## config.mk

```make
export PLATFORM = sky130hd
export DESIGN_NAME = error_display_sequencer
export DESIGN_NICKNAME = d
export VERILOG_FILES = /design/src/rtl/error_display_sequencer.sv
export SDC_FILE = /design/constraint.sdc
export NUM_CORES = 1
export LEC_CHECK = 0
export CAP_MARGIN = 20
export CORE_MARGIN = 2
export CORE_UTILIZATION = 35
export CTS_CLUSTER_SIZE = 28
export DETAILED_ROUTE_END_ITERATION = 8
export HOLD_SLACK_MARGIN = 0.15
export PLACE_DENSITY = 0.56
export SYNTH_ARGS = -nofsm -noshare
export SYNTH_HDL_FRONTEND = slang
export SYNTH_SLANG_ARGS = --single-unit
export TNS_END_PERCENT = 30
```

## constraint.sdc

```tcl
create_clock -name clock -period 2.06 [get_ports clock]
set_clock_uncertainty 0.2 [all_clocks]
set_input_delay 0.412 -clock clock [delete_from_list [all_inputs] [get_ports clock]]
set_output_delay 0.412 -clock clock [all_outputs]
set_load 0.005 [all_outputs]
```

## src/rtl/error_display_sequencer.sv

```systemverilog
// Error-message display sequencer: latches the sensor error, scans four letter
// positions for the 7-segment decoder, optionally blinks, and holds until acknowledged.
//
// state | meaning
// ------+--------------------------------------------------------------
// IDLE  | no latched error; display dark, index 00
// SCAN  | error latched; rotating through positions 0..3, blink optional
module error_display_sequencer #(
   parameter int DIV_SCAN     = 50000,
   parameter int BLINK_FRAMES = 250
) (
   input  logic       clock,
   input  logic       reset,
   input  logic       erro_sensor,
   input  logic       ack,
   output logic       saida1Contador,
   output logic       saida2Contador,
   output logic [3:0] digito_en,
   output logic       erro_ativo
);

   localparam int PW = (DIV_SCAN > 1) ? $clog2(DIV_SCAN) : 1;
   localparam int FW = (BLINK_FRAMES > 0) ? (($clog2(BLINK_FRAMES + 1) > 0) ? $clog2(BLINK_FRAMES + 1) : 1) : 1;
   localparam logic [PW-1:0] PRESC_TC = PW'(DIV_SCAN - 1);
   localparam logic [FW-1:0] FRAME_TC = FW'((BLINK_FRAMES > 0) ? BLINK_FRAMES - 1 : 0);

   typedef enum logic [0:0] {IDLE = 1'b0, SCAN = 1'b1} state_t;

   state_t          state, state_n;
   logic [PW-1:0]   presc, presc_n;
   logic [1:0]      idx, idx_n;
   logic [3:0]      ena, ena_n;
   logic [FW-1:0]   frame, frame_n;
   logic            phase, phase_n;
   logic [3:0]      dig, dig_n;
   logic            ativo, ativo_n;

   always_ff @(posedge clock) begin
      if (reset) begin
         state <= IDLE;
         presc <= '0;
         idx   <= 2'b00;
         ena   <= 4'b0001;
         frame <= '0;
         phase <= 1'b0;
         dig   <= 4'b0000;
         ativo <= 1'b0;
      end else begin
         state <= state_n;
         presc <= presc_n;
         idx   <= idx_n;
         ena   <= ena_n;
         frame <= frame_n;
         phase <= phase_n;
         dig   <= dig_n;
         ativo <= ativo_n;
      end
   end

   always_comb begin
      state_n = IDLE;
      presc_n = '0;
      idx_n   = 2'b00;
      ena_n   = 4'b0001;
      frame_n = '0;
      phase_n = 1'b0;
      dig_n   = 4'b0000;
      ativo_n = 1'b0;

      case (state)
         IDLE: begin
            if (erro_sensor) begin
               state_n = SCAN;
               dig_n   = 4'b0001;
               ativo_n = 1'b1;
            end
         end

         SCAN: begin
            // leaving on acknowledge overrides any pending advance
            if (!(ack && !erro_sensor)) begin
               state_n = SCAN;
               ativo_n = 1'b1;
               presc_n = presc + PW'(1);
               idx_n   = idx;
               ena_n   = ena;
               frame_n = frame;
               phase_n = phase;
               if (presc == PRESC_TC) begin
                  presc_n = '0;
                  idx_n   = idx + 2'd1;
                  ena_n   = {ena[2:0], ena[3]};
                  if (idx == 2'b11 && BLINK_FRAMES > 0) begin
                     if (frame == FRAME_TC) begin
                        frame_n = '0;
                        phase_n = ~phase;
                     end else begin
                        frame_n = frame + FW'(1);
                     end
                  end
               end
               dig_n = phase_n ? 4'b0000 : ena_n;
            end
         end

         default: state_n = IDLE;
      endcase
   end

   assign saida1Contador = idx[1];
   assign saida2Contador = idx[0];
   assign digito_en      = dig;
   assign erro_ativo     = ativo;

endmodule

```

Yosys cells after proc, flatten, opt, wreduce, memory -nomap -nowiden:

Cells that the tools add are included.

* reductions and logical operators: 5
* bitwise gates (word level): 2
* multiplexer cells: 14
* equality and inequality tests: 3
* add/subtract/negate cells: 3

Operators with widths (number)
* adder 16 x 1 -> 16 bit (second input constant): 1
* equality test 16 bit (second input constant): 1
* two-way mux 4 bit: 3
* adder 8 x 1 -> 8 bit (second input constant): 1
* equality test 8 bit (second input constant): 1
* two-way mux 1 bit: 8
* two-way mux 8 bit: 1
* one-hot mux 4 bit (2 select lines): 1
* OR reduction 4 bit: 1
* OR reduction 3 bit: 1
* adder 2 x 1 -> 2 bit (second input constant): 1
* equality test 2 bit (second input constant): 1
* NOT 1 bit: 2
* one-hot mux 1 bit (2 select lines): 1
* AND reduction 2 bit: 1
* logical AND 1 bit: 1
* logical NOT 1 bit: 1

* output and inout bits: 7
* word-level logic and storage cells: 34
* bits in registers: 36

Depth between registers and ports, before layout:

* word-level depth: 9
* gate-level depth with buffers: 7

Least setup slack after synthesis:

OpenSTA, ideal clock, no wires.

* kind: register to register
* start: register presc[12]
* end: register frame[2]
* cell stages (with the launch flop): 7
* path slack: -0.149 ns
* arrival time: 1.884 ns
* period minus slack after synthesis: 2.209 ns
* buffers on the path: 2
* cells stage by stage: dfxtp_1 > or4_4 > or4_4 > buf_6 > buf_6 > o211ai_2 > o41ai_2

* longest elaborated chain between the ends: 2

RTL lines
* from (decl): line 30 `logic [PW-1:0] presc, presc_n;`
* from (signal assigned): line 50 `presc <= presc_n;`
* equality test 16 bit: line 89 `if (presc == PRESC_TC) begin`
* AND reduction 2 bit (no source line)
* to (signal assigned): line 53 `frame <= frame_n;`
* to (decl): line 33 `logic [FW-1:0] frame, frame_n;`

Every way passes these cells.
A chain may end at the register's enable or synchronous reset.

Worst setup path in the final report:

* start: register presc[7]
* end: register frame[6]

The elaborated chain is that of the path after synthesis.

==> metrics.txt <==
status complete, but fails checks; failing checks setup timing; Total Nets Final 241; Psw 0.2800 mW; initial antenna violation count 0; I/O pin count 11; crit path capture type flip-flop; type of the worst setup path reg -> reg; pre-CTS setup slack -75.32 ps; Cell Rows 25; ys async rst share 0%; leading area contributor after synthesis dfxtp_1; #FFs+latches synth 36; top-count cell post-synth dfxtp_1; vias per cell 4.877; RSZ-0062 raised after global routing yes; MaxCap Viol Count 0; PortBufs 10; slew at the pin with the worst max-slew slack 355.4 ps; register area 723.2 um2; clock power share 41.2%; final hold violations 0; CP max stage delay 530 ps; CTS sink count 36; synth warn 0; DR vias 1468; Setup crit start kind flip-flop; Mapped Nets 203; Initial Util 36.45%; Min Hold Slack 267.9 ps; first-pass GRT wire length 5947 um; CTS Buffer Depth 2; Seq/Total Area, Yosys 41.59%; CP Depth 4; crit path cell chain or4_4 -> or4_4 -> or4_1 -> o21ai_1; DP Wirelength 2544 um; Cell variety after synth 42; Worst path slowest cell or4_4; H-tree Lvls 2; final number of setup-violating endpoints 6; most frequent cell on the critical path or4_4; Die X 74.37 um; number of global-route vias before repair 1287; Mean Syn Cell Area 8.887 um2; CTS tree yes; clk_lat worst skew 300 ps; Filler cells 484; Finished Core Util 46.55%; Final Wtd Congestion 0.7638; Setup Total Neg Slack -172.3 ps; Max Fanout on Critical Path 6; Core Box Area 0.004755 mm2; critical path arrival 2180 ps; Tmin final 2146 ps; Area Growth Syn to Fin 27.73%; Routed wire per std cell 11.84 um; Final Cell Area 0.002213 mm2; most common flop cell mapped by yosys dfxtp_1; Sequential Power Share 54.9%; drt drc 0; worst flop-to-flop path endpoint frame[6]$_SDFFE_PP0P_; top post-synthesis cells by area dfxtp_1, xnor2_1, nand2_1; All-Layer GR Usage 14.50%; fmax 466.0 MHz; CP required 2100 ps; CP endpoint frame[6]$_SDFFE_PP0P_; Pwr Density 578.0 mW/mm2; routed wire length 3565 um; top cells by count, synth dfxtp_1, nand2_1, nor2_1, xnor2_1, nand3_1; Placed Instance Area 0.002107 mm2; WP buf/inv 0; root buffer cell clkbuf_8; leakage dissipation 0.7674 nW; gr ovfl total 0; flop-to-flop setup slack -90 ps; Worst R2R Start presc[7]$_SDFF_PP0_; setup ws final -86.09 ps; final slew viol count 0; area of the die 0.005530 mm2; Mapped Cells 195; post-route ant nets 0; DRT Pass-1 Iters 4; n_diodes 0; Mapped Area 0.001733 mm2; TritonCTS Buffers 5; DRT iter0 DRCs 91; Post-synth EDFFs 0; share of cells above drive strength 1 21.37%; switching part of the total 21.89%; Worst-path clk slew 70 ps; VDD IR max 405.1 uV; largest net degree at the start of global routing 19; Crit path max-delay family simple AND/OR/NAND/NOR gates; Reg2Reg Depth 4; multi-input logic area 967.2 um2; Comb power frac 3.9%; Post-CTS Hold Buffers 0; Cell Int Power 0.9993 mW; Hold Crit Class reg -> reg; top cell type's share of synthesized area 41.59%; Max-slew headroom 76.09%; crit path from presc[7]$_SDFF_PP0_; Die Ht 74.37 um; Final period util 104.2%
area by class of cell:
type / instances / share of cell area [%]
Tap cell: 67 / 3.787
Sequential cell: 36 / 32.67
Clock buffer: 8 / 4.070
Multi-Input combinational cell: 147 / 43.70
Inverter: 4 / 0.6784
Timing Repair Buffer: 39 / 15.09
layout by cell type (no fill, tap or decap), types with 4 or more instances in the layout:
master           count
dfxtp_1             34
nand2_1             27
buf_4               27
nor2_1              22
xnor2_1             15
clkdlybuf4s50_1     10
nand3_1              9
a21oi_1              7
nor4_1               6
clkbuf_8             6
inv_1                4
nand2b_1             4
or3_1                4
ha_1                 4
routing by layer:
metal  global-route usage (%)  wire length [um]  up-vias
met4                    9.524               108        0
met5                        0                 0        -
met2                    21.34              1517       29
li1                         -                 -      770
met1                    18.99              1800      661
met3                    3.252               138        8
through the flow:
| stage | cells | power, mW |
|---|---|---|
| 2_1_floorplan | 195 | 0.7381 |
| 3_3_place_gp | 293 | 0.7682 |
| 3_5_place_dp | 293 | 0.7678 |
| 4_1_cts | 301 | 1.295 |
| 5_1_grt | 301 | 1.322 |
| 6_report | 301 | 1.279 |
power by group through the flow:
stage               sequential, mW  clock [mW]  combinational, mW
floorplan                    0.719           0             0.0196
global placement             0.718           0             0.0502
detailed placement           0.718           0             0.0495
CTS                          0.702       0.543             0.0500
global route                 0.702       0.564             0.0558
finish                       0.702       0.527             0.0500
worst min-delay path by stage:
stage	startpoint	end	slack (ps)	cells past startpoint
finish	frame[6]$_SDFFE_PP0P_	frame[6]$_SDFFE_PP0P_	270	2
floorplan	presc[0]$_SDFF_PP0_	presc[0]$_SDFF_PP0_	230	1
CTS	frame[6]$_SDFFE_PP0P_	frame[6]$_SDFFE_PP0P_	270	2
detailed placement	frame[6]$_SDFFE_PP0P_	frame[6]$_SDFFE_PP0P_	260	2
global route	frame[6]$_SDFFE_PP0P_	frame[6]$_SDFFE_PP0P_	280	2
global placement	frame[6]$_SDFFE_PP0P_	frame[6]$_SDFFE_PP0P_	260	2
worst min-delay path: cells and delay by family (launching register included):
kind	cells	cell delay (ps)
flops	1	320
simple gates	1	60
compound gates	1	50
state kept, by name, indices dropped and copies added, names as in the netlist:
name,flops
digito_en,4
erro_ativo,1
phase,1
idx,2
presc,16
frame,8
ena,4
logic make-up (layout without fill, tap and decap cells):
kind of cell | Yosys count | count (layout) | share of synthesized area, %
adders and majority gates | 4 | 4 | 2.888
DFF | 36 | 36 | 41.59
buffers and inverters | 12 | 51 | 3.610
muxes | 2 | 2 | 1.155
and+or+nand+nor | 104 | 104 | 33.94
xor gates and xnor gates | 16 | 16 | 8.087
AOI/OAI and AO/OA | 21 | 21 | 8.736
what timing repair did:
action / in CTS / in global routing
setup buffers: 0 / 0
setup endpoints to repair: 9 / 26
endpoints found under the hold margin: 0 / 0
resized for setup: 0 / 3
No activity file was read; power rests on OpenSTA's default activity.
